## src/rtl/mopshub_can_tra_scheduler.sv

```systemverilog
// mopshub_can_tra_scheduler: buffers elink uplink frames in a FIFO and dispatches them to the CAN transmit side
// with bus-id routing, timeout/retry and hardware-generated transmit-complete interrupt.
module mopshub_can_tra_scheduler #(
   parameter int N_BUSES = 32,
   parameter int FRAME_W = 76,
   parameter int DEPTH = 4,
   parameter int TIMEOUT_CYC = 1024,
   parameter int MAX_RETRY = 2,
   parameter int IRQ_PULSE = 3,
   localparam int BUS_W = N_BUSES > 1 ? $clog2(N_BUSES) : 1,
   localparam int AW = $clog2(DEPTH)
) (
   input  logic               clk,
   input  logic               rst,
   input  logic               irq_elink,
   input  logic [FRAME_W-1:0] data_tra_uplink,
   output logic               start_read_elink,
   output logic               end_read_elink,
   output logic [BUS_W-1:0]   can_tra_select,
   output logic [FRAME_W-1:0] can_tra_data,
   output logic               send_mes_can,
   input  logic               send_mes_can_done,
   output logic               irq_can_tra,
   output logic               timeout_err,
   output logic               busid_err,
   output logic [AW:0]        fifo_level,
   output logic               busy
);
   localparam int TW = TIMEOUT_CYC > 1 ? $clog2(TIMEOUT_CYC) : 1;
   localparam int RW = MAX_RETRY > 0 ? $clog2(MAX_RETRY + 1) : 1;
   localparam int PW = IRQ_PULSE > 1 ? $clog2(IRQ_PULSE) : 1;
   localparam int LW = AW + 1;
   localparam int BW1 = BUS_W + 1;
   localparam int RW1 = RW + 1;

   typedef enum logic [1:0] {I_IDLE, I_RD, I_CAP, I_GAP} ist_t;
   typedef enum logic [2:0] {E_IDLE, E_LOAD, E_SEND, E_RETRY, E_IRQ} est_t;

   ist_t ist;
   est_t est;
   logic [FRAME_W-1:0] mem [DEPTH];
   logic [AW-1:0] wr_ptr, rd_ptr;
   logic [TW-1:0] timer;
   logic [RW-1:0] retry_cnt;
   logic [PW-1:0] irq_cnt;
   logic [FRAME_W-1:0] head;
   logic [BUS_W-1:0] head_id;
   logic head_bad, push, pop, full, tmo, can_retry;

   assign head = mem[rd_ptr];
   assign head_id = head[FRAME_W-1 -: BUS_W];
   // zero-extend so the range check never degenerates when N_BUSES is a power of two
   assign head_bad = {1'b0, head_id} >= BW1'(N_BUSES);
   assign full = fifo_level == LW'(DEPTH);
   assign push = ist == I_CAP;
   assign pop = est == E_LOAD;
   assign tmo = timer == TW'(TIMEOUT_CYC - 1);
   assign can_retry = {1'b0, retry_cnt} < RW1'(MAX_RETRY);

   assign start_read_elink = ist == I_RD;
   assign end_read_elink = ist == I_CAP;
   assign send_mes_can = est == E_SEND;
   assign irq_can_tra = est == E_IRQ;
   assign busy = est != E_IDLE || fifo_level != '0;

   always_ff @(posedge clk)
      if (push) mem[wr_ptr] <= data_tra_uplink;

   always_ff @(posedge clk)
      if (rst) begin
         ist <= I_IDLE;
         wr_ptr <= '0;
         fifo_level <= '0;
      end else begin
         case (ist)
            I_IDLE: if (irq_elink && !full) ist <= I_RD;
            I_RD: ist <= I_CAP;
            I_CAP: ist <= I_GAP;
            default: ist <= I_IDLE;
         endcase
         if (push) wr_ptr <= wr_ptr + 1'b1;
         fifo_level <= fifo_level + LW'(push) - LW'(pop);
      end

   always_ff @(posedge clk)
      if (rst) begin
         est <= E_IDLE;
         rd_ptr <= '0;
         timer <= '0;
         retry_cnt <= '0;
         irq_cnt <= '0;
         can_tra_data <= '0;
         can_tra_select <= '0;
         timeout_err <= 1'b0;
         busid_err <= 1'b0;
      end else begin
         timeout_err <= 1'b0;
         busid_err <= 1'b0;
         case (est)
            E_IDLE: if (fifo_level != '0) est <= E_LOAD;
            E_LOAD: begin
               rd_ptr <= rd_ptr + 1'b1;
               can_tra_data <= head;
               can_tra_select <= head_id;
               timer <= '0;
               retry_cnt <= '0;
               busid_err <= head_bad;
               est <= head_bad ? E_IDLE : E_SEND;
            end
            E_SEND: begin
               timer <= timer + 1'b1;
               // completion takes priority over a timeout landing in the same cycle
               if (send_mes_can_done) begin
                  irq_cnt <= '0;
                  est <= E_IRQ;
               end else if (tmo && can_retry) begin
                  retry_cnt <= retry_cnt + 1'b1;
                  est <= E_RETRY;
               end else if (tmo) begin
                  timeout_err <= 1'b1;
                  est <= E_IDLE;
               end
            end
            E_RETRY: begin
               timer <= '0;
               est <= E_SEND;
            end
            E_IRQ: begin
               irq_cnt <= irq_cnt + 1'b1;
               if (irq_cnt == PW'(IRQ_PULSE - 1)) est <= E_IDLE;
            end
            default: est <= E_IDLE;
         endcase
      end
endmodule

```

## config.mk

```make
export PLATFORM = sky130hd
export DESIGN_NAME = mopshub_can_tra_scheduler
export DESIGN_NICKNAME = d
export VERILOG_FILES = /design/src/rtl/mopshub_can_tra_scheduler.sv
export SDC_FILE = /design/constraint.sdc
export NUM_CORES = 1
export LEC_CHECK = 0
export ABC_CLOCK_PERIOD_IN_PS = 4000
export CELL_PAD_IN_SITES_DETAIL_PLACEMENT = 0
export CELL_PAD_IN_SITES_GLOBAL_PLACEMENT = 2
export CORE_MARGIN = 8
export CORE_UTILIZATION = 41
export CTS_CLUSTER_SIZE = 14
export DETAILED_ROUTE_END_ITERATION = 6
export PLACE_DENSITY_LB_ADDON = 0.15
export SYNTH_ARGS = -nofsm -noshare
export SYNTH_HDL_FRONTEND = slang
export SYNTH_SLANG_ARGS = --single-unit
```

## constraint.sdc

```tcl
create_clock -name clk -period 4 [get_ports clk]
set_input_delay 0.8 -clock clk [delete_from_list [all_inputs] [get_ports clk]]
set_output_delay 0.8 -clock clk [all_outputs]
set_load 0.01 [all_outputs]
```

**After elaboration in Yosys (flattened, before gate mapping)**

Memories as Yosys holds them, arrays and structs flattened. A register that Yosys moved wholly into a read port is not among the register bits.
Index checks and enable logic that the tools add are counted.

- Memories kept: 1
- RAM bits: 304
- Input bits: 80
- Register bits: 108
- Logic and storage cells: 72
- Output and inout bits: 91

Memories:

| memory | depth | bits a word | read ports | clocked after Yosys merged registers in | wr ports | RTL line | source |
|---|---|---|---|---|---|---|---|
| mem | 4 | 76 | 1 | 1 | 1 | 41 | `logic [FRAME_W-1:0] mem [DEPTH];` |

- Eq/ne operators: 16
- Add/subtract/negate cells: 7
- Reductions and logical operators: 16
- Bitwise gates (word level): 1
- Multiplexer cells: 19
- Magnitude comparators: 1

Operators with widths:

| operator | number |
|---|---|
| 10-bit one-hot mux with 2 select lines | 1 |
| 3-bit two-way mux | 5 |
| 2-bit two-way mux | 6 |
| 3-bit one-hot mux with 4 select lines | 1 |
| 10-bit by 1-bit adder with 10-bit output, second input constant | 1 |
| 10-bit == test, second input constant | 1 |
| 2-bit by 1-bit adder with 2-bit output, second input constant | 4 |
| 2-bit one-hot mux with 2 select lines | 2 |
| 3-bit by 2-bit == test with 1-bit output, second input constant | 2 |
| 3-bit == test, second input constant | 2 |
| 2-bit by 1-bit != test with 1-bit output, second input constant | 3 |
| 2-bit != test, second input constant | 3 |
| 2-bit one-hot mux with 3 select lines | 1 |
| 3-bit AND reduction | 2 |
| 2-bit nonzero test | 3 |
| 3-bit nonzero test | 2 |
| 2-bit == test, second input constant | 2 |
| 4-bit by 1-bit != test with 1-bit output, second input constant | 1 |
| 4-bit OR reduction | 1 |
| 3-bit by 1-bit adder with 3-bit output | 1 |
| 3-bit by 1-bit == test with 1-bit output, second input constant | 1 |
| 3-bit logical NOT | 1 |
| 1-bit two-way mux | 3 |
| 3-bit by 1-bit subtractor with 3-bit output | 1 |
| other kinds (9) | 10 |

**Longest topological paths before layout**

- Word-level depth: 5
- Depth in mapped cells: 13
- Depth with buffers taken out: 11

**Least setup slack after synthesis**

OpenSTA, ideal clock, no wires.

- Path type: flip-flop to flip-flop
- Start: register ist[0]
- End: memory mem[0][0] (enable)
- Library setup time: 0.442 ns
- Arrival time: 2.683 ns
- Required time: 3.558 ns
- Stages on the path, launching flop included: 5
- Path slack: 0.874 ns
- Period minus slack after synthesis: 3.126 ns
- Buffers on the path: 1
- Path through: dfxtp_1 -> inv_1 -> ha_1 -> clkbuf_1 -> and2_1

- Longest elaborated chain between the ends: 3

RTL lines:

| item | RTL line | source |
|---|---|---|
| from (decl) | 39 | `ist_t ist;` |
| from (signal assigned) | 71 | `ist <= I_IDLE;` |
| from (signal assigned) | 76 | `I_IDLE: if (irq_elink && !full) ist <= I_RD;` |
| from (signal assigned) | 77 | `I_RD: ist <= I_CAP;` |
| 2-bit == test | - |  |
| named net end_read_elink | 18 | `output logic end_read_elink,` |
| 1-bit two-way mux | 67 | `if (push) mem[wr_ptr] <= data_tra_uplink;` |
| 1-bit two-way mux (implied by the code) | 67 |  |
| to (decl) | 41 |  |

The timed path passes the listed nets, and every way through them passes these cells.

**Final worst setup path**

- Start: register est[0]
- End: output busy

- Longest elaborated chain between the ends: 2

RTL lines:

| item | RTL line | source |
|---|---|---|
| from (decl) | 40 | `est_t est;` |
| from (signal assigned) | 108 | `est <= head_bad ? E_IDLE : E_SEND;` |
| 3-bit nonzero test | 64 | `assign busy = est != E_IDLE \|\| fifo_level != '0;` |
| 1-bit logical OR | 64 |  |
| to (decl) | 27 | `output logic busy` |

No other way between the ends.

==> results.yml <==
routing:
  wl_met2_mm: 15.8
  drt_iter0_drc: 495
  wl_per_cell_um: 20.9
  drt-met1-wl_mm: 14.8
  firstDrtPassIters: 6
  antenna_left: 0
  vias: 8124
  highest_layer: "met5"
  drc: 0
  wl_met3_mm: 1.85
  vias_per_cell: 5.13
  wirelength_mm: 33.1
synth:
  synth_top_cell_by_area: "edfxtp_1"
  syn_avg_cell_area_um2: 16.7
  synthCells: 904
  yosys_warnings: 0
  synth_area_mm2: 0.0151
  synth-seq-area-share_pct: 74.5
  async_flop_share_pct: 0
  yosys-top-cells-count: "edfxtp_1 (304), nand2_1 (160), dfxtp_1 (105)"
  yosysMostFrequentCell: "edfxtp_1"
  synth_nets: 997
  synth_cell_type_count: 49
  ys.flop_type: "edfxtp_1"
  synth_edf_count: 304
  yosys.area.top_type_share_pct: 60.6
  synth.ff_latch_count: 409
  netlist_top_cells_area: "edfxtp_1 (61%), dfxtp_1 (14%), mux4_2 (11%)"
critical_path:
  cp_data_required_time_ns: 3.20
  cp_max_fo: 9
  slowest_stage: "or4_2"
  cp-start-kind: "register"
  path_cells: "or4_2, nor3_1, inv_1, clkdlybuf4s50_1"
  r2r_setup_slack_ns: 1.20
  path_class: "register to primary output"
  r2r_end: "retry_cnt[0]"
  worstRegToRegCells: 6
  reg2reg_from: "est[2]"
  end_kind: "primary output"
  crit_arrival_ns: 2.50
  slowest_delay_ns: 0.67
timing:
  max_slew_margin_pct: 30.0
  rsz0062_at_grt: "false"
  worst_pin_slew_ns: 1.05
  post-route-min-period_ns: 3.30
  final-hold-violation-count: 0
  setup_viol: 0
  fmax_mhz: 303
  post-route-period-util_pct: 82.6
  skew_ns: 0.00918
  slew_violations: 0
  finalSetupTns_ns: 0
clock_tree:
  worst_skew_pair.late_latency_ns: 0.53
  clkSinkCount: 409
  ctsHoldBuffers: 0
  clk_pin_slew_ns: 0.06
  cts_htree_levels: 2
  numCtsBuffers: 44
  cts_root_buf: "clkbuf_16"
  cts_max_path_buffers: 3
  cts_setup_buffers: 0
  cts_tree: "yes"
  cts_resized: 0
global_route:
  grt_pass1_wl_mm: 51.4
  antenna_found_initial: 3
  grt_max_degree: 60
  grt_util_all_layers_pct: 15.2
  grt_pass1_vias: 8548
  overflow: 0
placement:
  place_area_mm2: 0.0173
  gp_congestion: 0.701
  place_hpwl_mm: 19.2
  portBuffers: 169
  place_inst: 1503
die:
  io_pins: 171
  placementRows: 70
  fp.dieW_um: 208
  die_area_mm2: 0.0431
  die_h_um: 208
  start_util_pct: 41.4
  core-area_mm2: 0.0364
job:
  cap_viol_max_count: 0
pwr:
  clkPwrFrac_pct: 33.2
  p_sw_share_pct: 26.9
  power.density_mw_per_mm2: 642
  p_leak_uw: 0.00596
  seqPwrFrac_pct: 45.3
  p_int_uw: 8770
  combPwrFrac_pct: 21.5
  finalPower_uw: 12000
  power.switching_uw: 3230
  ir_drop_uv: 349
cells_and_area:
  fill_cells: 3073
  final_cell_area_mm2: 0.0187
  nNetsFinal: 1174
  final_core_util_pct: 51.3
  syn2layout_area_growth_pct: 24.1
  drive_above_1_share_pct: 15.4
  final_cells: 1584
hold_path:
  holdCritStartpoint: "can_tra_data[61]"
  whs_endpoint: "can_tra_data[61]"
  hold_path_class: "register to register"
  hold_depth: 2
outcome:
  status: "finished clean"
[state kept, by name (all words and copies together), names as in the netlist, named ones only]
name,count
timeout_err,1
est,3
rd_ptr,2
ist,2
irq_cnt,2
retry_cnt,2
timer,10
mem,304
wr_ptr,2
can_tra_data,71
fifo_level,3
can_tra_select,5
[worst max path at each step]
stage | start | end | slack (ns) | cells past startpoint
after floorplan | ist[0] | mem[0][0] | 0.87 | 4
after global placement | est[2] | retry_cnt[0] | 1.14 | 6
after detailed placement | est[2] | retry_cnt[0] | 1.13 | 6
after CTS | est[0] | busy | 0.64 | 4
after global routing | est[0] | busy | 0.49 | 4
final | est[0] | busy | 0.70 | 4
[worst max-delay path: cells and delay by family (launching register included)]
family                 cells  cell delay (ns)
AND/OR/NAND/NOR            2             1.03
flip-flops                 1             0.38
buffers and inverters      2             0.56
[metrics by stage]
| stage | setup WS (ns) | hold WS (ns) |
|---|---|---|
| after floorplan | 0.874 | 0.452 |
| after global placement | 1.14 | 0.442 |
| after detailed placement | 1.13 | 0.447 |
| after CTS | 0.642 | 0.454 |
| after global routing | 0.486 | 0.472 |
| final | 0.697 | 0.452 |
[layout by cell type (no fill, tap or decap), types with 4 or more instances in the layout]
cell	synthesis	final
clkdlybuf4s50_1	0	168
a21oi_1	88	88
or3_1	4	4
inv_1	16	16
nor2_1	10	10
nor3_1	7	7
clkbuf_16	0	45
dfxtp_1	105	103
or4_1	4	4
mux2i_1	5	5
clkinv_2	0	8
nand3b_1	5	5
edfxtp_1	304	304
clkbuf_1	35	14
buf_4	6	14
clkbuf_8	0	8
nand3_1	8	8
buf_12	0	4
mux4_2	76	76
o21ai_0	5	5
nand2_1	160	160
and2_4	0	4
ha_1	12	12
[power by group through the flow]
stage / Sequential (uW) / Clock, uW / Combinational [uW]
5_1_grt: 5510 / 4270 / 2850
6_report: 5440 / 3990 / 2580
2_1_floorplan: 5460 / 0 / 1580
3_3_place_gp: 5530 / 0 / 2650
4_1_cts: 5460 / 4090 / 2660
3_5_place_dp: 5540 / 0 / 2650
[routing by layer]
layer | vias up | track usage [%]
li1 | 3789 | -
met1 | 4114 | 19.9
met2 | 167 | 25.1
met3 | 48 | 3.99
met4 | 6 | 3.82
met5 | - | 0
[cell type report]
type / count / area (um2) / share of cell area, %
diodes: 1 / 2.50 / 0.0134
clock buffers: 67 / 1290 / 6.89
clock inverters: 13 / 141 / 0.756
inverters: 18 / 68.8 / 0.368
multi-input cells: 422 / 3510 / 18.8
flip-flops and latches: 409 / 11200 / 60.1
well taps: 468 / 586 / 3.13
repair buffers: 186 / 1870 / 9.98
[logic make-up after synthesis]
logic type | Yosys count | synth area share (%)
AOI/OAI and AO/OA | 104 | 3.72
xor gates and xnor gates | 2 | 0.116
adders and majority gates | 13 | 1.13
buffers and inverters | 73 | 2.23
DFF | 409 | 74.5
muxes | 83 | 11.8
other | 1 | 0.0249
and+or+nand+nor | 219 | 6.39
(Power assumes the default switching activity.)
